[src/rtl/imem_loader.sv]
// rtl/imem_loader.sv - boot loader: byte stream -> big-endian words -> instruction memory writes.
// Optional trailer checksum check enabled by defining IMEM_LOADER_CHECKSUM_EN.
module imem_loader #(
   parameter int ADDR_WIDTH = 9,
   parameter int BASE_ADDR  = 0,
   parameter int MAX_WORDS  = 128
) (
   input  logic                  clk,
   input  logic                  reset,
   input  logic                  in_valid,
   input  logic [7:0]            in_data,
   output logic                  in_ready,
   output logic                  mem_we,
   output logic [ADDR_WIDTH-1:0] mem_addr,
   output logic [31:0]           mem_wdata,
   output logic                  cpu_reset,
   output logic                  done,
   output logic                  error
);

   localparam int WC_W = $clog2(MAX_WORDS + 1);

   typedef enum logic [2:0] {
      S_HDR,
      S_LOAD,
`ifdef IMEM_LOADER_CHECKSUM_EN
      S_CHK,
`endif
      S_DONE,
      S_ERR
   } state_t;

`ifdef IMEM_LOADER_CHECKSUM_EN
   localparam state_t S_AFTER = S_CHK;
   logic [31:0] csum;
`else
   localparam state_t S_AFTER = S_DONE;
`endif

   state_t            state, state_nxt;
   logic              live;
   logic [1:0]        bcnt;
   logic [WC_W-1:0]   wc;
   logic [WC_W-1:0]   n_len;
   logic [23:0]       shreg;
   logic              accept;
   logic              word_end;
   logic [31:0]       word4;

   assign accept   = in_valid && in_ready;
   assign word_end = accept && (bcnt == 2'd3);
   assign word4    = {shreg, in_data};

   always_ff @(posedge clk or posedge reset) begin
      if (reset) state <= S_HDR;
      else       state <= state_nxt;
   end

   always_comb begin
      state_nxt = state;
      case (state)
         S_HDR: begin
            if (word_end) begin
               if (word4 == 32'd0)                 state_nxt = S_AFTER;
               else if (word4 > 32'(MAX_WORDS))    state_nxt = S_ERR;
               else                                state_nxt = S_LOAD;
            end
         end
         // wc has already advanced during the write cycle of the last word
         S_LOAD: begin
            if (mem_we && (wc == n_len)) state_nxt = S_AFTER;
         end
`ifdef IMEM_LOADER_CHECKSUM_EN
         S_CHK: begin
            if (word_end) state_nxt = (word4 == csum) ? S_DONE : S_ERR;
         end
`endif
         default: state_nxt = state;
      endcase
   end

   always_comb begin
      in_ready  = 1'b0;
      done      = 1'b0;
      error     = 1'b0;
      cpu_reset = 1'b1;
      case (state)
         S_HDR:  in_ready = live && !mem_we;
         S_LOAD: in_ready = live && !mem_we;
`ifdef IMEM_LOADER_CHECKSUM_EN
         S_CHK:  in_ready = live && !mem_we;
`endif
         S_DONE: begin
            done      = 1'b1;
            cpu_reset = 1'b0;
         end
         S_ERR:  error = 1'b1;
         default: in_ready = 1'b0;
      endcase
   end

   always_ff @(posedge clk or posedge reset) begin
      if (reset) begin
         live      <= 1'b0;
         bcnt      <= 2'd0;
         wc        <= '0;
         n_len     <= '0;
         shreg     <= '0;
         mem_we    <= 1'b0;
         mem_addr  <= ADDR_WIDTH'(BASE_ADDR);
         mem_wdata <= 32'd0;
`ifdef IMEM_LOADER_CHECKSUM_EN
         csum      <= 32'd0;
`endif
      end else begin
         live   <= 1'b1;
         mem_we <= 1'b0;
         if (accept) begin
            shreg <= word4[23:0];
            bcnt  <= bcnt + 2'd1;
         end
         if (word_end) begin
            case (state)
               S_HDR: begin
                  wc    <= '0;
                  n_len <= word4[WC_W-1:0];
`ifdef IMEM_LOADER_CHECKSUM_EN
                  csum  <= word4;
`endif
               end
               S_LOAD: begin
                  mem_we    <= 1'b1;
                  mem_wdata <= word4;
                  mem_addr  <= ADDR_WIDTH'(BASE_ADDR) + ADDR_WIDTH'({wc, 2'b00});
                  wc        <= wc + WC_W'(1);
`ifdef IMEM_LOADER_CHECKSUM_EN
                  csum      <= csum + word4;
`endif
               end
               default: ;
            endcase
         end
      end
   end

endmodule
[config.mk]
export PLATFORM = sky130hd
export DESIGN_NAME = imem_loader
export DESIGN_NICKNAME = d
export VERILOG_FILES = /design/src/rtl/imem_loader.sv
export SDC_FILE = /design/constraint.sdc
export NUM_CORES = 1
export LEC_CHECK = 0
export CORE_MARGIN = 4
export CORE_UTILIZATION = 57
export DETAILED_ROUTE_END_ITERATION = 12
export PLACE_DENSITY_LB_ADDON = 0.1
export SYNTH_ARGS = -nofsm -noshare
export SYNTH_HDL_FRONTEND = slang
export SYNTH_SLANG_ARGS = --single-unit
export TNS_END_PERCENT = 5
[constraint.sdc]
create_clock -name clk -period 6.4 [get_ports clk]
set_input_delay 0.96 -clock clk [delete_from_list [all_inputs] [get_ports clk]]
set_output_delay 0.96 -clock clk [all_outputs]
set_load 0.005 [all_outputs]
==> results.sh <==
export IMPL_floorplan_die_width_um=86.89
export IMPL_crit_path_end_kind="flip-flop"
export IMPL_clk_insertion_delay_late_ns=0.35
export IMPL_placedCellCount=368
export IMPL_area_enclosed_by_the_die_boundary_um2=7549
export IMPL_yosys_cell_count_top_type="dfrtp_1"
export IMPL_required_time_of_the_critical_path_ns=6.63
export IMPL_finalNetCount=317
export IMPL_track_usage_pct=19.57
export IMPL_synth_lib_cells_used_distinct=41
export IMPL_min_period_ns=3.691
export IMPL_outcome="finished clean"
export IMPL_hold_path_class="flip-flop to flip-flop"
export IMPL_vias_per_cell=5.563
export IMPL_wl_met1_mm=3.290
export IMPL_layout_cells_non_filler=384
export IMPL_leakagePower_nw=1.955
export IMPL_hold_viol=0
export IMPL_drtIter0Drc=103
export IMPL_drc_errors=0
export IMPL_yosys_mux_area_fraction_pct=22.86
export IMPL_ctsHoldBuffers=0
export IMPL_io_buffer_count=54
export IMPL_critical_path_max_stage_delay_ns=1.06
export IMPL_yosys_warnings=0
export IMPL_ir_drop_worst_case_vdd_mv=0.2503
export IMPL_leftover_overflow_at_the_end_of_global_routing=0
export IMPL_crit_type="input port to flip-flop"
export IMPL_core_region_area_um2=5991
export IMPL_share_of_the_synthesized_area_in_compound_gates_ao_oa_aoi_oai_pct=3.527
export IMPL_start_util_pct=59.21
export IMPL_timing_critical_path_cells="clkdlybuf4s50_1 -> and4bb_2 -> nand3_2 -> mux2_1"
export IMPL_area_growth_pct=23.39
export IMPL_top_cell_types_by_occurrence_after_synthesis="85 x dfrtp_1, 70 x mux2_2, 8 x nand2_1, 8 x xnor2_1, 7 x buf_2"
export IMPL_number_of_global_route_vias_before_repair=2129
export IMPL_final_antenna_net_count=0
export IMPL_synthesis_area_per_instance_um2=14.25
export IMPL_synthAdderAreaFrac_pct=0.7055
export IMPL_post_dp_hpwl_mm=4.293
export IMPL_grt_first_pass_wirelength_mm=11.12
export IMPL_post_cts_resized_instances=0
export IMPL_async_reset_ff_share_pct=100.0
export IMPL_cts_buffers=9
export IMPL_synth_xor_xnor_area_share_pct=2.469
export IMPL_rows=28
export IMPL_slowest_stage="nand3_2"
export IMPL_synth_seq_area_share_pct=59.96
export IMPL_worst_setup_slack_final_ns=2.709
export IMPL_netlist_top_cells_area="dfrtp_1 60%, mux2_2 22%, xnor2_1 2.0%, nor4_1 1.1%, buf_2 0.99%"
export IMPL_highest_signal_layer="met4"
export IMPL_htree_num_levels=3
export IMPL_worst_setup_path_start_kind="input port"
export IMPL_netlist_area_um2=3547
export IMPL_synth_largest_type_area_fraction_pct=59.96
export IMPL_worst_slew_margin_rel_pct=23.95
export IMPL_dominantRegCellSynth="dfrtp_1"
export IMPL_total_power_divided_by_cell_area_nw_per_um2=431.3
export IMPL_cts_tree="built"
export IMPL_synth_simple_gate_area_share_pct=8.007
export IMPL_max_cap_violations=0
export IMPL_diodes=0
export IMPL_synth_seq_cells=85
export IMPL_final_fill_count=401
export IMPL_fmax_ghz=0.2709
export IMPL_dieHeight_um=86.89
export IMPL_clock_skew_ns=0.009146
export IMPL_report_final_slew_viol_count=0
export IMPL_arrival_ns=3.92
export IMPL_post_synth_top_area_cell="dfrtp_1"
export IMPL_grt_start_max_net_pins=86
export IMPL_clk_root_buf="clkbuf_8"
export IMPL_num_vias=2136
export IMPL_met2WireLength_mm=2.902
export IMPL_synth_top_family_by_area="multiplexers"
export IMPL_syn_inst=249
export IMPL_post_cts_repair_setup_buffers=0
export IMPL_final_period_utilization_pct=57.67
export IMPL_met3RoutedLength_um=280
export IMPL_finalSetupViolCount=0
export IMPL_synth_edf_count=0
export IMPL_dp_worst_setup_slack_ns=2.320
export IMPL_gp_congestion=0.7891
export IMPL_initial_antenna_violation_count=0
export IMPL_route_final_wire_length_mm=6.569
export IMPL_clock_path_buffers=2
export IMPL_number_of_top_level_design_ports=57
export IMPL_post_route_cells_drive_above_1_share_pct=31.07
export IMPL_crit_fanout=46
export IMPL_final_setup_tns_ns=0
export IMPL_worst_setup_hold_path_clk_slew_ns=0.08
export IMPL_firstDrtPassIters=5
export IMPL_grt_setup_unrepaired="no"
export IMPL_detail_route_wl_per_cell_um=17.11
export IMPL_worst_slew_pin_transition_ns=1.140
export IMPL_tritoncts_num_sinks=85
-- per-stage QoR --
| stage | total power, mW | hold WS [ns] | util [%] | cell area [µm²] |
|---|---|---|---|---|
| after global routing | 2.003 | 0.5154 | 73.06 | 4377 |
| after global placement | 1.415 | 0.4651 | 68.92 | 4129 |
| after floorplan | 1.169 | 0.4480 | - | 3551 |
| after CTS | 1.903 | 0.4842 | 73.06 | 4377 |
| after detailed placement | 1.443 | 0.4643 | 68.92 | 4129 |
| final | 1.887 | 0.4806 | 73.06 | 4377 |
-- path summary, 6_finish.rpt --
kind	depth (start not counted)	endpoint	slack [ns]	from
min in group asynchronous	3	mem_wdata[5]$_DFFE_PP0P_	1.24	reset
setup reg to reg	3	mem_wdata[4]$_DFFE_PP0P_	3.22	state[1]$_DFFE_PP0P_
hold / removal	1	bcnt[0]$_DFFE_PP0P_	0.48	bcnt[0]$_DFFE_PP0P_
setup / recovery	4	mem_wdata[4]$_DFFE_PP0P_	2.71	in_valid
hold reg to reg	1	bcnt[0]$_DFFE_PP0P_	0.48	bcnt[0]$_DFFE_PP0P_
max in group asynchronous	3	mem_addr[6]$_DFFE_PP0P_	4.47	reset
-- worst max-delay path, delay by kind of cell --
| family | cells | cell delay (ns) |
|---|---|---|
| buffers and inverters | 1 | 0.46 |
| muxes | 1 | 0.67 |
| and+or+nand+nor | 2 | 1.81 |
-- kinds of logic after synthesis --
| kind of cell | after synthesis |
|---|---|
| flops | 85 |
| mux | 72 |
| simple gates | 46 |
| compound gates | 16 |
| buf+inv | 16 |
| xor+xnor | 10 |
| fa+ha+maj | 2 |
| other cells | 2 |
-- layer usage --
layer  up-vias  global-route usage, %
met5         -                      0
met4         0                  8.924
met3         8                  3.879
met2        49                  26.98
met1      1089                  29.89
li1        990                      -
-- sequential cells by signal, summed over array words and instances, names as in the netlist --
register	flops
mem_we	1
n_len	8
live	1
wc	8
mem_wdata	32
shreg	24
mem_addr	7
bcnt	2
state	2
-- cell usage in the layout (no fill, tap or decap), types with 3 or more instances in the layout --
master | Yosys | final
and2_1 | 3 | 3
o21ai_0 | 5 | 5
dfrtp_1 | 85 | 85
conb_1 | 2 | 3
mux2_2 | 70 | 70
nor4_1 | 6 | 6
xnor2_1 | 8 | 8
inv_1 | 4 | 3
nand3_1 | 5 | 5
bufinv_16 | 0 | 3
nand2_1 | 8 | 8
clkdlybuf4s50_1 | 0 | 54
or4_1 | 3 | 3
clkbuf_8 | 0 | 10
nor2b_1 | 4 | 4
nor2_1 | 4 | 4
-- power breakdown --
| group | leakage, nW | switching (mW) | total (mW) | internal [mW] |
|---|---|---|---|---|
| Combinational | 0.745 | 0.162 | 0.519 | 0.356 |
| Sequential | 1.09 | 0.172 | 0.909 | 0.737 |
| Clock | 0.119 | 0.191 | 0.460 | 0.269 |
-- final cells by class --
cell class | count | area (µm²) | area share, %
clock buffer | 10 | 137.6 | 3.145
clock inverter | 6 | 110.1 | 2.516
inverter | 4 | 16.27 | 0.3716
multi-input combinational | 149 | 1344 | 30.70
sequential | 85 | 2127 | 48.60
tap | 75 | 93.84 | 2.144
timing repair buffer | 55 | 548.0 | 12.52
Power figures use the tool's default switching activity.
